`config.mk`:
```
export PLATFORM = sky130hd
export DESIGN_NAME = dff_ram_4x72_arb
export DESIGN_NICKNAME = d
export VERILOG_FILES = /design/src/rtl/dff_ram_arb_pkg.sv /design/src/rtl/rr_arb2.sv /design/src/rtl/dff_ram_4x72_arb.sv
export SDC_FILE = /design/constraint.sdc
export NUM_CORES = 1
export LEC_CHECK = 0
export ABC_CLOCK_PERIOD_IN_PS = 3200
export BUFFER_PORTS_ARGS = -buffer_cell sky130_fd_sc_hd__buf_2
export CORE_AREA = 2 2 176 178
export CTS_CLUSTER_SIZE = 20
export DETAILED_ROUTE_END_ITERATION = 16
export DIE_AREA = 0 0 178 180
export PLACE_DENSITY = 0.5
export SLEW_MARGIN = 20
export SYNTH_ARGS = -nofsm -noshare
export SYNTH_HDL_FRONTEND = slang
export SYNTH_HIERARCHICAL = 1
export SYNTH_SLANG_ARGS = --single-unit
```
`constraint.sdc`:
```
create_clock -name clk -period 3.2 [get_ports clk]
set_input_delay 0 -clock clk [delete_from_list [all_inputs] [get_ports clk]]
set_output_delay 0 -clock clk [all_outputs]
set_load 0.01 [all_outputs]
```
`src/rtl/dff_ram_arb_pkg.sv`:
```
// dff_ram_arb_pkg: shared types and default sizes for the 4x72 flop-RAM arbiter
package dff_ram_arb_pkg;
  localparam int DATA_W_DEF = 72;
  localparam int ADDR_W_DEF = 2;
  typedef enum logic {ST_INIT, ST_RUN} state_t;
  typedef struct packed {
    logic                  we;
    logic [ADDR_W_DEF-1:0] addr;
    logic [DATA_W_DEF-1:0] wdata;
  } req_t;
endpackage

```
`src/rtl/rr_arb2.sv`:
```
// rr_arb2: two-input round-robin arbiter, one-hot grant, remembers the last accepted port
module rr_arb2 (
  input  logic       clk,
  input  logic       rst_n,
  input  logic [1:0] valid,
  input  logic       accept,
  output logic [1:0] grant
);
  logic r_rr_last;
  always_comb grant = (valid == 2'b11) ? (r_rr_last ? 2'b01 : 2'b10) : valid;
  always_ff @(posedge clk or negedge rst_n)
    if (!rst_n) r_rr_last <= 1'b1;
    else if (accept) r_rr_last <= grant[1];
endmodule

```
`src/rtl/dff_ram_4x72_arb.sv`:
```
// dff_ram_4x72_arb: zero-initialises the flop RAM, then round-robins two clients onto it.
// DFF_RAM_ARB_PERF_EN adds saturating per-port stall counters perf_stall0/perf_stall1.
module dff_ram_4x72_arb
  import dff_ram_arb_pkg::*;
#(
  parameter int                DATA_W     = DATA_W_DEF,
  parameter int                ADDR_W     = ADDR_W_DEF,
  parameter logic [DATA_W-1:0] INIT_VALUE = '0
) (
  input  logic              clk,
  input  logic              rst_n,
  input  logic              req0_valid,
  output logic              req0_ready,
  input  logic              req0_we,
  input  logic [ADDR_W-1:0] req0_addr,
  input  logic [DATA_W-1:0] req0_wdata,
  output logic              rsp0_valid,
  output logic [DATA_W-1:0] rsp0_rdata,
  input  logic              req1_valid,
  output logic              req1_ready,
  input  logic              req1_we,
  input  logic [ADDR_W-1:0] req1_addr,
  input  logic [DATA_W-1:0] req1_wdata,
  output logic              rsp1_valid,
  output logic [DATA_W-1:0] rsp1_rdata,
  output logic              ram_en_n,
  output logic              ram_wr,
  output logic [ADDR_W-1:0] ram_address,
  output logic [DATA_W-1:0] ram_wdata,
  input  logic [DATA_W-1:0] ram_rdata,
  output logic              init_done
`ifdef DFF_RAM_ARB_PERF_EN
  ,
  output logic [15:0]       perf_stall0,
  output logic [15:0]       perf_stall1
`endif
);
  state_t            r_state;
  state_t            w_state_nxt;
  logic [ADDR_W-1:0] r_init_cnt;
  logic [1:0]        r_rsp;
  logic              r_wr;
  logic [ADDR_W-1:0] r_addr;
  logic [DATA_W-1:0] r_wdata;
  logic              w_run;
  logic              w_init;
  logic              w_acc;
  logic [1:0]        w_valid;
  logic [1:0]        w_grant;
  req_t              w_req;
  assign w_valid = {req1_valid, req0_valid};
  rr_arb2 u_arb (
    .clk    (clk),
    .rst_n  (rst_n),
    .valid  (w_valid),
    .accept (w_acc),
    .grant  (w_grant)
  );
  // rst_n gates the INIT drive so the RAM stays disabled while reset is held
  always_comb begin
    w_run       = r_state == ST_RUN;
    w_init      = (r_state == ST_INIT) && rst_n;
    w_acc       = w_run && |w_valid;
    w_req       = w_grant[1] ? req_t'{req1_we, req1_addr, req1_wdata}
                             : req_t'{req0_we, req0_addr, req0_wdata};
    w_state_nxt = (r_state == ST_INIT && r_init_cnt == '1) ? ST_RUN : r_state;
    req0_ready  = w_run && w_grant[0];
    req1_ready  = w_run && w_grant[1];
    ram_en_n    = !(w_init || w_acc);
    ram_wr      = w_init ? 1'b0 : w_acc ? !w_req.we : r_wr;
    ram_address = w_init ? r_init_cnt : w_acc ? w_req.addr : r_addr;
    ram_wdata   = w_init ? INIT_VALUE : w_acc ? w_req.wdata : r_wdata;
    rsp0_valid  = r_rsp[0];
    rsp1_valid  = r_rsp[1];
    rsp0_rdata  = r_rsp[0] ? ram_rdata : '0;
    rsp1_rdata  = r_rsp[1] ? ram_rdata : '0;
    init_done   = w_run;
  end
  always_ff @(posedge clk or negedge rst_n)
    if (!rst_n) begin
      r_state    <= ST_INIT;
      r_init_cnt <= '0;
      r_rsp      <= '0;
      r_wr       <= 1'b1;
      r_addr     <= '0;
      r_wdata    <= '0;
    end else begin
      r_state    <= w_state_nxt;
      r_init_cnt <= w_init ? r_init_cnt + 1'b1 : r_init_cnt;
      r_rsp      <= {2{w_acc && !w_req.we}} & w_grant;
      r_wr       <= ram_wr;
      r_addr     <= ram_address;
      r_wdata    <= ram_wdata;
    end
`ifdef DFF_RAM_ARB_PERF_EN
  logic [15:0] r_perf_stall0;
  logic [15:0] r_perf_stall1;
  assign perf_stall0 = r_perf_stall0;
  assign perf_stall1 = r_perf_stall1;
  always_ff @(posedge clk or negedge rst_n)
    if (!rst_n) begin
      r_perf_stall0 <= '0;
      r_perf_stall1 <= '0;
    end else begin
      if (w_run && req0_valid && !req0_ready && r_perf_stall0 != '1) r_perf_stall0 <= r_perf_stall0 + 1'b1;
      if (w_run && req1_valid && !req1_ready && r_perf_stall1 != '1) r_perf_stall1 <= r_perf_stall1 + 1'b1;
    end
`endif
endmodule

```
==> results of run 1 <==
==> worst max-delay path, delay by kind of cell, from the launching register on <==
| family | cells | cell delay (ns) |
|---|---|---|
| DFF | 1 | 0.39 |
| AOI/OAI and AO/OA | 2 | 0.59 |
| buffers and inverters | 3 | 1.25 |
| muxes | 1 | 0.13 |
==> metal layers <==
metal | GRT usage | vias up | share of wire
li1 | - | 2662 | -
met1 | 0.136 | 2490 | 0.37
met2 | 0.245 | 255 | 0.52
met3 | 0.0410 | 35 | 0.078
met4 | 0.0574 | 8 | 0.027
met5 | 0 | - | 0.0031
==> kinds of logic (layout without fill, tap and decap cells) <==
group / count (synthesis) / in the layout / share of synthesized area
AOI/OAI and AO/OA: 78 / 78 / 0.133
adders and majority gates: 1 / 1 / 0.00249
DFF: 81 / 81 / 0.404
other: 0 / 5 / 0
xor gates and xnor gates: 1 / 1 / 0.00174
buffers and inverters: 54 / 501 / 0.0605
muxes: 77 / 77 / 0.155
and+or+nand+nor: 226 / 226 / 0.244
==> state kept, by name, summed over array words and instances, names as in the netlist <==
| name | count |
|---|---|
| r_wdata | 72 |
| r_addr | 2 |
| r_init_cnt | 2 |
| r_rsp | 2 |
| init_done | 1 |
| r_wr | 1 |
| u_arb/r_rr_last | 1 |
==> area by class of cell <==
| cell class | count | area [um^2] | share of cell area |
|---|---|---|---|
| Sequential cell | 81 | 2030 | 0.249 |
| Inverter | 4 | 17.5 | 0.00214 |
| Antenna cell | 5 | 12.5 | 0.00153 |
| Clock buffer | 10 | 229 | 0.0280 |
| Clock inverter | 6 | 97.6 | 0.0119 |
| Multi-Input combinational cell | 383 | 2710 | 0.331 |
| Tap cell | 396 | 495 | 0.0607 |
| Timing Repair Buffer | 481 | 2580 | 0.316 |
==> metrics by stage <==
step                hold WS (ns)  total power (W)  setup slack (ns)  utilization
floorplan                 -0.296          0.00171              1.50            -
global placement        -0.00134          0.00217              1.19        0.252
detailed placement     0.0000839          0.00217              1.13        0.252
CTS                    0.0000105          0.00341             0.408        0.270
global route              0.0122          0.00353             0.279        0.271
finish                    0.0170          0.00332             0.479        0.271
==> report_power, final <==
part,total (W),internal (W),switching [W]
logic,0.000929,0.000446,0.000484
clock network,0.00116,0.000697,0.000465
registers,0.00123,0.00116,0.0000703
==> how the worst max path moves through the flow <==
| stage | end | slack, ns |
|---|---|---|
| floorplan | r_wdata[43]$_DFF_PN0_ | 1.50 |
| global placement | ram_wdata[46] | 1.19 |
| detailed placement | ram_wdata[47] | 1.13 |
| CTS | ram_wdata[4] | 0.41 |
| global route | ram_wdata[4] | 0.28 |
| finish | ram_wdata[4] | 0.48 |
==> what timing repair did <==
| item | 4_1_cts | 5_1_grt |
|---|---|---|
| endpoints found under the hold margin | 47 | 0 |
| hold buffers | 22 | 0 |
| resized for setup | 0 | 0 |
| setup buffers | 0 | 0 |
==> cell usage after synthesis <==
master | n | area, um^2
sky130_fd_sc_hd__o21ai_2 | 1 | 8.76
sky130_fd_sc_hd__and2_1 | 146 | 913
sky130_fd_sc_hd__o31ai_1 | 1 | 7.51
sky130_fd_sc_hd__buf_6 | 4 | 45.0
sky130_fd_sc_hd__buf_8 | 2 | 30.0
sky130_fd_sc_hd__or2_2 | 1 | 6.26
sky130_fd_sc_hd__clkbuf_4 | 4 | 30.0
sky130_fd_sc_hd__nor3b_1 | 1 | 7.51
sky130_fd_sc_hd__a211oi_2 | 13 | 163
sky130_fd_sc_hd__xnor2_1 | 1 | 8.76
sky130_fd_sc_hd__a211oi_1 | 59 | 443
sky130_fd_sc_hd__dfstp_2 | 2 | 52.6
sky130_fd_sc_hd__inv_2 | 1 | 3.75
sky130_fd_sc_hd__nor2_1 | 74 | 278
sky130_fd_sc_hd__a221o_1 | 1 | 10.0
sky130_fd_sc_hd__buf_4 | 4 | 30.0
sky130_fd_sc_hd__mux2_2 | 1 | 11.3
sky130_fd_sc_hd__buf_2 | 15 | 75.1
sky130_fd_sc_hd__ha_1 | 1 | 12.5
sky130_fd_sc_hd__mux2_4 | 1 | 15.0
sky130_fd_sc_hd__a21boi_0 | 1 | 7.51
sky130_fd_sc_hd__dfrtp_1 | 79 | 1980
sky130_fd_sc_hd__a221oi_2 | 1 | 15.0
sky130_fd_sc_hd__and3_1 | 1 | 6.26
sky130_fd_sc_hd__nor3_1 | 1 | 5.00
sky130_fd_sc_hd__clkbuf_1 | 21 | 78.8
sky130_fd_sc_hd__nand2_1 | 1 | 3.75
sky130_fd_sc_hd__inv_1 | 3 | 11.3
sky130_fd_sc_hd__nor2b_1 | 1 | 6.26
sky130_fd_sc_hd__mux2i_1 | 75 | 751
sky130_fd_sc_hd__a21boi_2 | 1 | 11.3
==> impl_metrics.toml, run 1 <==
[run_status]
outcome = "completed"

[clock_tree]
clk_latency_ns = 0.35
clock_sink_count = 81
cts-root-to-sink-buffers = 2
cts-root-buf = "sky130_fd_sc_hd__clkbuf_16"
number_of_buffers_created_by_cts = 9
htreeDepth = 3
cts_tree = "yes"
clkSlewWorstSetupHoldPaths_ns = 0.07

[worst_setup_path]
timing.setup.critical_path_class = "flop to primary output"
critical_path.cell_chain = "a21boi_4, buf_4, mux2i_1, dlygate4sd3_1, a211oi_1, buf_2"
worst_ep_required_time_ns = 3.20
reg2reg_depth = 5
cp_data_arrival_time_ns = 2.72
largest_fanout_on_the_critical_path = 26
crit-reg2reg-launch = "u_arb/r_rr_last$_DFFE_PN1P_"
setup.worst_path.start_class = "flop"
r2r_setup_slack_ns = 0.90
timing.critical_path.to_type = "primary output"
crit_slowest_cell = "sky130_fd_sc_hd__dlygate4sd3_1"
crit-reg2reg-capture = "r_wdata[4]$_DFF_PN0_"
worst_path_largest_cell_delay_ns = 0.57
cp-startpoint = "u_arb/r_rr_last$_DFFE_PN1P_"

[synth]
ys_warn_count = 6
synth_cell_type_count = 31
synth_cells = 518
synth_seq_cells = 81
mappedNetlistNets = 745
postSynthAreaPerCell_um2 = 9.70
synth_area_mm2 = 0.00502
sequential_element_share_of_the_synthesized_area = 0.404

[worst_hold_path]
hold_path.startpoint = "req0_wdata[21]"
hold_end = "r_wdata[21]$_DFF_PN0_"
hold_path.class = "input pin to flop"
min_delay_path_depth = 3

[timing]
timing.final.hold_violations = 0
slew_viol_final = 0
rsz0062_at_grt = "false"
portion_of_the_clock_cycle_consumed_by_the_worst_path_in_the_final_layout = 0.850
max_clock_freq_ghz = 0.367
fin_crit_ns = 2.72
timing_worst_slew_pin_value_ns = 0.942
max_slew_margin_vs_limit = 0.372
setup_viol = 0
setup_total_negative_slack_ns = 0
clock_skew_ns = 0.00845

[grt]
grt_max_degree = 74
grt_util_all_layers = 0.133
grt_pass1_wl_um = 31600
grt_pass1_vias = 5291
grt.overflow.total = 0
grt_antenna_before_repair = 12

[floorplanning]
fp.dieW_um = 178
die_height_um = 180
placeableCoreArea_mm2 = 0.0302
design.portCount = 451
placement_rows = 64
floorplan.die_area_mm2 = 0.0320
floorplan.initialDensity = 0.166

[drt]
antenna_violating_nets_post_route = 0
drt_drc_violations_left = 0
postRouteWirelength_um = 22300
routed-via-count = 5450
post_drt_via_cell_ratio = 3.99
drt_iter0_drc = 152
first_pass_iters = 4
avgRoutedWirePerCell_um = 16.3

[cells_and_area]
layout-drive-gt1-share = 0.517
design.final.nets = 1187
area_growth_pct = 62.6
layout_cell_area_excl_fill_mm2 = 0.00817
layout.filler_cells = 3304
layout.cells.non_filler = 1366
final_cell_mix = "sky130_fd_sc_hd__buf_2, sky130_fd_sc_hd__and2_1, sky130_fd_sc_hd__dfrtp_1"
mostFrequentLayoutCell = "sky130_fd_sc_hd__buf_2"

[placement]
dp_hpwl_um = 17900
port-buffer-count = 450
dpl_cell_area_mm2 = 0.00761
place.gp.congestion = 0.805
placedCellCount = 1323

[job]
max_cap_violations = 0

[power]
power_leakage_nw = 4.34
irDropWorstVdd_mv = 0.235
power_density_mw_per_mm2 = 406
Note: power is estimated with default switching activity, not from simulation.
==> inputs of run 2 (changes only) <==
- CELL_PAD_IN_SITES_DETAIL_PLACEMENT: unset -> 1
- CELL_PAD_IN_SITES_GLOBAL_PLACEMENT: unset -> 1
- CORE_AREA: 2 2 176 178 -> 2 2 173 175
- DIE_AREA: 0 0 178 180 -> 0 0 175 177
- PLACE_DENSITY: 0.5 -> 0.67
==> run 2 against run 1 <==
Net effect:
- core utilization up 2.2 points
- critical path type unchanged
- cell area up 4.6%
- largest cell class is now non-clock buffers
- critical endpoint is now ram_wdata[51]
- first-iteration DRC count down 11%
==> impl_metrics.toml, run 2 (synthesized netlist as in run 1, its figures left out) <==
[run_status]
outcome = "completed"

[worst_setup_path]
largest_fanout_on_the_critical_path = 17
timing.critical_path.to_type = "primary output"
setup.worst_path.start_class = "flop"
cp_data_arrival_time_ns = 3.01
crit-reg2reg-launch = "u_arb/r_rr_last$_DFFE_PN1P_"
crit_end = "ram_wdata[51]"
worst_ep_required_time_ns = 3.20
crit-reg2reg-capture = "r_wdata[51]$_DFF_PN0_"
cp-startpoint = "u_arb/r_rr_last$_DFFE_PN1P_"
r2r_setup_slack_ns = 0.62
timing.setup.critical_path_class = "flop to primary output"
reg2reg_depth = 5

[clock_tree]
clock_sink_count = 81
cts_tree = "yes"
clk_latency_ns = 0.35
cts-root-buf = "sky130_fd_sc_hd__clkbuf_16"
cts.repair_timing.setup_buffer_count = 0
clkSlewWorstSetupHoldPaths_ns = 0.07
htreeDepth = 3
cts-root-to-sink-buffers = 2
number_of_buffers_created_by_cts = 9

[cells_and_area]
area_growth_pct = 70.1
layout-drive-gt1-share = 0.500
mostFrequentLayoutCell = "sky130_fd_sc_hd__buf_2"
design.final.nets = 1231
top_register = "r_wdata"
largest_reg_flops = 72
layout_cell_area_excl_fill_mm2 = 0.00855
final_cell_mix = "sky130_fd_sc_hd__buf_2, sky130_fd_sc_hd__and2_1, sky130_fd_sc_hd__dfrtp_1"

[placement]
dp_hpwl_um = 18900
dpl_cell_area_mm2 = 0.00763
placement.setup.worst_slack_ns = 0.979
port-buffer-count = 450
place.gp.congestion = 0.775

[timing]
slew_viol_final = 0
max_clock_freq_ghz = 0.332
max_slew_margin_vs_limit = 0.317
clock_skew_ns = 0.0103
setup_total_negative_slack_ns = 0
timing_worst_slew_pin_value_ns = 1.02
fin_crit_ns = 3.01
final.hold.worst_slack_ns = 0.0117
timing.final.hold_violations = 0
rsz0062_at_grt = "false"
worst_case_setup_margin_in_the_final_layout_ns = 0.189
portion_of_the_clock_cycle_consumed_by_the_worst_path_in_the_final_layout = 0.941
setup_viol = 0

[grt]
grt.overflow.total = 0
grt_pass1_vias = 6162
grt_max_degree = 74
grt_pass1_wl_um = 36800
grt_antenna_before_repair = 10
grt_util_all_layers = 0.156

[drt]
drt_drc_violations_left = 0
post_drt_via_cell_ratio = 4.15
avgRoutedWirePerCell_um = 17.8
postRouteWirelength_um = 24900
drt_iter0_drc = 135
first_pass_iters = 4
routed-via-count = 5817
antenna_violating_nets_post_route = 0

[floorplanning]
placement_rows = 63
floorplan.die_area_mm2 = 0.0310
design.portCount = 451
die_height_um = 177
fp.dieW_um = 175
floorplan.initialDensity = 0.172
placeableCoreArea_mm2 = 0.0292

[power]
power_leakage_nw = 4.52
seq_power_share = 0.368
internal-power_w = 0.00228
relative_contribution_of_the_clock_network_to_total_power = 0.331
power.share.combinational = 0.301
switchingPower_w = 0.00106
irDropWorstVdd_mv = 0.199
power_density_mw_per_mm2 = 390
switching_power_as_a_share_of_total_power = 0.316

[job]
max_cap_violations = 0

[worst_hold_path]
hold_path.startpoint = "req0_wdata[44]"
hold_path.class = "input pin to flop"
[run 2: cell count changes in the layout (fill, tap and decap cells not counted)]
| cell | change |
|---|---|
| sky130_fd_sc_hd__clkinv_2 | +2 |
| sky130_fd_sc_hd__clkbuf_1 | -1 |
| sky130_fd_sc_hd__bufinv_16 | -1 |
| sky130_fd_sc_hd__diode_2 | -3 |
| sky130_fd_sc_hd__clkinvlp_4 | +1 |
| sky130_fd_sc_hd__buf_4 | +6 |
| sky130_fd_sc_hd__dlygate4sd3_1 | +39 |
| sky130_fd_sc_hd__buf_12 | -1 |
| sky130_fd_sc_hd__inv_8 | -1 |
| sky130_fd_sc_hd__inv_6 | -1 |
| sky130_fd_sc_hd__clkbuf_8 | +1 |
[run 2: worst min path at each step]
| stage | to | slack (ns) | cells past startpoint |
|---|---|---|---|
| 6_report | r_wdata[44]$_DFF_PN0_ | 0.01 | 3 |
| 5_1_grt | r_wdata[12]$_DFF_PN0_ | 0.02 | 3 |
| 4_1_cts | r_wdata[12]$_DFF_PN0_ | 0.0005 | 3 |
| 3_5_place_dp | r_wdata[39]$_DFF_PN0_ | -0.07 | 1 |
| 3_3_place_gp | r_wdata[38]$_DFF_PN0_ | -0.07 | 1 |
| 2_1_floorplan | init_done$_DFFE_PN0P_ | -0.30 | 0 |
[run 2: critical path: stages (launching register included)]
cell and delay [ns]:
sky130_fd_sc_hd__dfstp_2 0.39, sky130_fd_sc_hd__a21boi_4 0.68, sky130_fd_sc_hd__buf_4 0.36, sky130_fd_sc_hd__mux2i_1 0.09, sky130_fd_sc_hd__dlygate4sd3_1 0.56, sky130_fd_sc_hd__a211oi_1 0.37, sky130_fd_sc_hd__buf_2 0.20
[run 2: area by class of cell]
class | instances | area (um^2)
Multi-Input combinational cell | 383 | 2710
Sequential cell | 81 | 2030
Fill cell | 3569 | 20700
Timing Repair Buffer | 525 | 3000
Clock inverter | 6 | 65.1
Tap cell | 390 | 488
Clock buffer | 10 | 239
Antenna cell | 2 | 5.00
Inverter | 4 | 17.5
[run 2: repair_timing]
action	CTS	global route
hold endpoints to repair	57	0
hold buffers	61	0
resized for setup	0	0
[run 2: power groups by stage]
| stage | clock network, W | registers [W] | logic (W) |
|---|---|---|---|
| 2_1_floorplan | 0 | 0.00121 | 0.000502 |
| 3_3_place_gp | 0 | 0.00124 | 0.000927 |
| 3_5_place_dp | 0 | 0.00125 | 0.000935 |
| 4_1_cts | 0.00115 | 0.00123 | 0.00102 |
| 5_1_grt | 0.00118 | 0.00125 | 0.00110 |
| 6_report | 0.00110 | 0.00123 | 0.00101 |
[run 2: per-layer routing]
metal  global-route usage  part of all wire  up-vias
met2                0.294              0.53      271
met3               0.0498             0.077       38
li1                     -                 -     2741
met4               0.0479             0.022       10
met5                    0            0.0032        -
met1                0.166              0.37     2757
[run 2: per-stage QoR]
step           power (W)  cells  utilization
2_1_floorplan    0.00171    518            -
3_3_place_gp     0.00217   1322        0.261
3_5_place_dp     0.00218   1322        0.261
4_1_cts          0.00340   1399        0.292
5_1_grt          0.00353   1401        0.292
6_report         0.00334   1401        0.292
==> inputs of run 3 (changes only) <==
- CORE_AREA: 2 2 173 175 -> 2 2 176 178
- DIE_AREA: 0 0 175 177 -> 0 0 178 180
- PLACE_DENSITY: 0.67 -> 0.63
- SYNTH_HIERARCHICAL: 1 -> unset
==> run 3 against run 2 <==
Net effect:
- via count down 5.0%
- worst setup slack gained 0.27 ns
- hold slack got worse by 0.0055 ns
- largest power group unchanged
- highest routed layer unchanged
==> impl_metrics.toml, run 3 <==
[timing]
clock_skew_ns = 0.0146
slew_viol_final = 0
max_slew_margin_vs_limit = 0.374
setup_viol = 0
rsz0062_at_grt = "false"
timing.final.hold_violations = 0
timing_worst_slew_pin_value_ns = 0.939
worst_case_setup_margin_in_the_final_layout_ns = 0.461
portion_of_the_clock_cycle_consumed_by_the_worst_path_in_the_final_layout = 0.856
max_clock_freq_ghz = 0.365
fin_crit_ns = 2.74
setup_total_negative_slack_ns = 0

[worst_setup_path]
cp.depth = 6
worst_path_largest_cell_delay_ns = 0.62
timing.critical_path.to_type = "primary output"
path_delay_family = "buffers and inverters"
crit_slowest_cell = "sky130_fd_sc_hd__dlygate4sd3_1"
critical_path.cell_chain = "a21boi_4, buf_4, mux2i_1, dlygate4sd3_1, o2bb2ai_1, buf_2"
cp_data_arrival_time_ns = 2.74
reg2reg_depth = 5
setup.worst_path.start_class = "flop"
cp-startpoint = "u_arb.r_rr_last$_DFFE_PN1N_"
crit-reg2reg-launch = "u_arb.r_rr_last$_DFFE_PN1N_"
timing.setup.critical_path_class = "flop to primary output"
critical_path.n_buffers_inverters = 3
worst_ep_required_time_ns = 3.20
largest_fanout_on_the_critical_path = 11

[clock_tree]
cts-root-buf = "sky130_fd_sc_hd__clkbuf_16"
clkSlewWorstSetupHoldPaths_ns = 0.07
cts-root-to-sink-buffers = 2
cts.repair_timing.setup_buffer_count = 0
clk_latency_ns = 0.35
clock_sink_count = 81
number_of_buffers_created_by_cts = 9
htreeDepth = 3
cts_tree = "yes"

[synth]
synth_area_leaders = "sky130_fd_sc_hd__dfrtp_1, sky130_fd_sc_hd__and2_1, sky130_fd_sc_hd__mux2i_1, sky130_fd_sc_hd__o2bb2ai_1, sky130_fd_sc_hd__clkbuf_1"
synth-compound-area-share = 0.152
synth_seq_cells = 81
ys_warn_count = 0
postSynthAreaPerCell_um2 = 10.7
multiplexer_share_of_the_synthesized_area = 0.166
synth_fa_ha_area_frac = 0.00265
yosys.cell_count.top_type = "sky130_fd_sc_hd__and2_1"
mappedNetlistNets = 667
most_common_flop_cell_mapped_by_yosys = "sky130_fd_sc_hd__dfrtp_1"
synth_top_family_by_area = "simple AND/OR/NAND/NOR gates"
synth_xor_area_frac = 0.00186
yosysTopAreaCell = "sky130_fd_sc_hd__dfrtp_1"
synth_cell_type_count = 26
async_reset_ff_frac = 1.00
sequential_element_share_of_the_synthesized_area = 0.430
synth_cells = 440
synth_area_mm2 = 0.00472
synth_largest_type_area_fraction = 0.419
synthTopCellsByCount = "sky130_fd_sc_hd__and2_1, sky130_fd_sc_hd__dfrtp_1, sky130_fd_sc_hd__mux2i_1"
number_of_enable_type_register_cells_in_the_synthesized_netlist = 0
simple_gate_share_of_the_synthesized_area = 0.201

[cells_and_area]
layout_cell_area_excl_fill_mm2 = 0.00865
largest_reg_flops = 72
layout-drive-gt1-share = 0.500
area_growth_pct = 83.2
top_register = "r_wdata"
mostFrequentLayoutCell = "sky130_fd_sc_hd__buf_2"
layout.filler_cells = 3608
final_core_utilization = 0.286
final_cell_mix = "sky130_fd_sc_hd__buf_2, sky130_fd_sc_hd__and2_1, sky130_fd_sc_hd__dlygate4sd3_1"
design.final.nets = 1190

[power]
relative_contribution_of_the_clock_network_to_total_power = 0.323
power_density_mw_per_mm2 = 396
power_leakage_nw = 4.52
power.share.combinational = 0.314
seq_power_share = 0.364
internal-power_w = 0.00233
irDropWorstVdd_mv = 0.214
switchingPower_w = 0.00109
switching_power_as_a_share_of_total_power = 0.318

[floorplanning]
die_height_um = 180
fp.dieW_um = 178
placeableCoreArea_mm2 = 0.0302
placement_rows = 64
design.portCount = 451
floorplan.initialDensity = 0.156
floorplan.die_area_mm2 = 0.0320

[grt]
grt.overflow.total = 0
grt_util_all_layers = 0.149
grt_max_degree = 75
grt_pass1_vias = 5960
grt_pass1_wl_um = 36000
grt_antenna_before_repair = 7

[drt]
drt_drc_violations_left = 0
postRouteWirelength_um = 24600
first_pass_iters = 4
drt_iter0_drc = 176
avgRoutedWirePerCell_um = 18.0
antenna_violating_nets_post_route = 0
routed-via-count = 5529
post_drt_via_cell_ratio = 4.04

[job]
max_cap_violations = 0

[placement]
place.gp.congestion = 0.803
port-buffer-count = 450
dpl_cell_area_mm2 = 0.00736
placement.setup.worst_slack_ns = 1.12
dp_hpwl_um = 18500

[worst_hold_path]
min_delay_path_depth = 3
hold_path.class = "input pin to flop"
hold_path.startpoint = "req1_wdata[24]"

[run_status]
outcome = "completed"
## run 3: cell types whose count changed in the layout (fill, tap and decap cells not counted), moves of 5 or more
cell                            previous run  this run
sky130_fd_sc_hd__o2bb2ai_1                 0        72
sky130_fd_sc_hd__a211oi_2                 13         0
sky130_fd_sc_hd__nor2_1                   74         1
sky130_fd_sc_hd__dlygate4sd3_1            61        94
sky130_fd_sc_hd__a211oi_1                 59         0
sky130_fd_sc_hd__buf_4                    13         8
## run 3: logic make-up after synthesis
kind of cell,after synthesis
AND/OR/NAND/NOR,153
XOR/XNOR,1
AO/OA/AOI/OAI,83
flip-flops,81
multiplexers,78
adder cells (fa/ha/maj),1
buffers and inverters,43
## run 3: timing repair
item,CTS,global route
gates resized for setup,0,0
hold buffers,94,0
hold endpoints to repair,69,0
## run 3: worst reg2reg max path, delay by kind of cell, from the launching register on
family / cells / cell delay (ns)
buf+inv: 2 / 0.94
compound gates: 2 / 0.58
flops: 1 / 0.40
mux: 1 / 0.29
## run 3: power by group through the flow
stage / clock network [W] / registers [W] / logic [W]
finish: 0.00110 / 0.00125 / 0.00107
global route: 0.00120 / 0.00126 / 0.00117
CTS: 0.00115 / 0.00125 / 0.00108
detailed placement: 0 / 0.00126 / 0.000954
global placement: 0 / 0.00126 / 0.000938
floorplan: 0 / 0.00122 / 0.000485
## run 3: final cells by class
type	instances	area [um^2]	area share
multi-input combinational	316	2490	0.288
antenna	4	10.0	0.00116
tap	396	495	0.0573
timing repair buffer	554	3320	0.383
clock inverter	5	61.3	0.00709
inverter	1	3.75	0.000434
sequential	81	2030	0.235
clock buffer	11	243	0.0281
## run 3: worst paths after layout
check	slack (ns)	endpoint
hold / removal	0.006	r_wdata[24]$_DFF_PN0_
max in group asynchronous	1.84	r_rsp[0]$_DFF_PN0_
setup / recovery	0.46	ram_wdata[61]
min in group asynchronous	0.09	r_wdata[22]$_DFF_PN0_
setup reg to reg	0.84	r_wdata[61]$_DFF_PN0_
hold reg to reg	0.48	r_wdata[14]$_DFF_PN0_
## run 3: routing by layer
| layer | wire length (um) | share of wire | up-vias | track usage |
|---|---|---|---|---|
| met5 | 37 | 0.0015 | - | 0 |
| met4 | 573 | 0.023 | 6 | 0.0449 |
| met3 | 1840 | 0.075 | 36 | 0.0442 |
| met2 | 12600 | 0.51 | 253 | 0.270 |
| met1 | 9580 | 0.39 | 2633 | 0.167 |
| li1 | - | - | 2601 | - |
## run 3: stage by stage
step / hold WS [ns] / cells / total power, W
6_report: 0.00615 / 1368 / 0.00342
5_1_grt: 0.0245 / 1365 / 0.00364
4_1_cts: 0.000585 / 1363 / 0.00348
3_5_place_dp: -0.0602 / 1253 / 0.00222
3_3_place_gp: -0.0614 / 1253 / 0.00220
2_1_floorplan: -0.296 / 440 / 0.00170
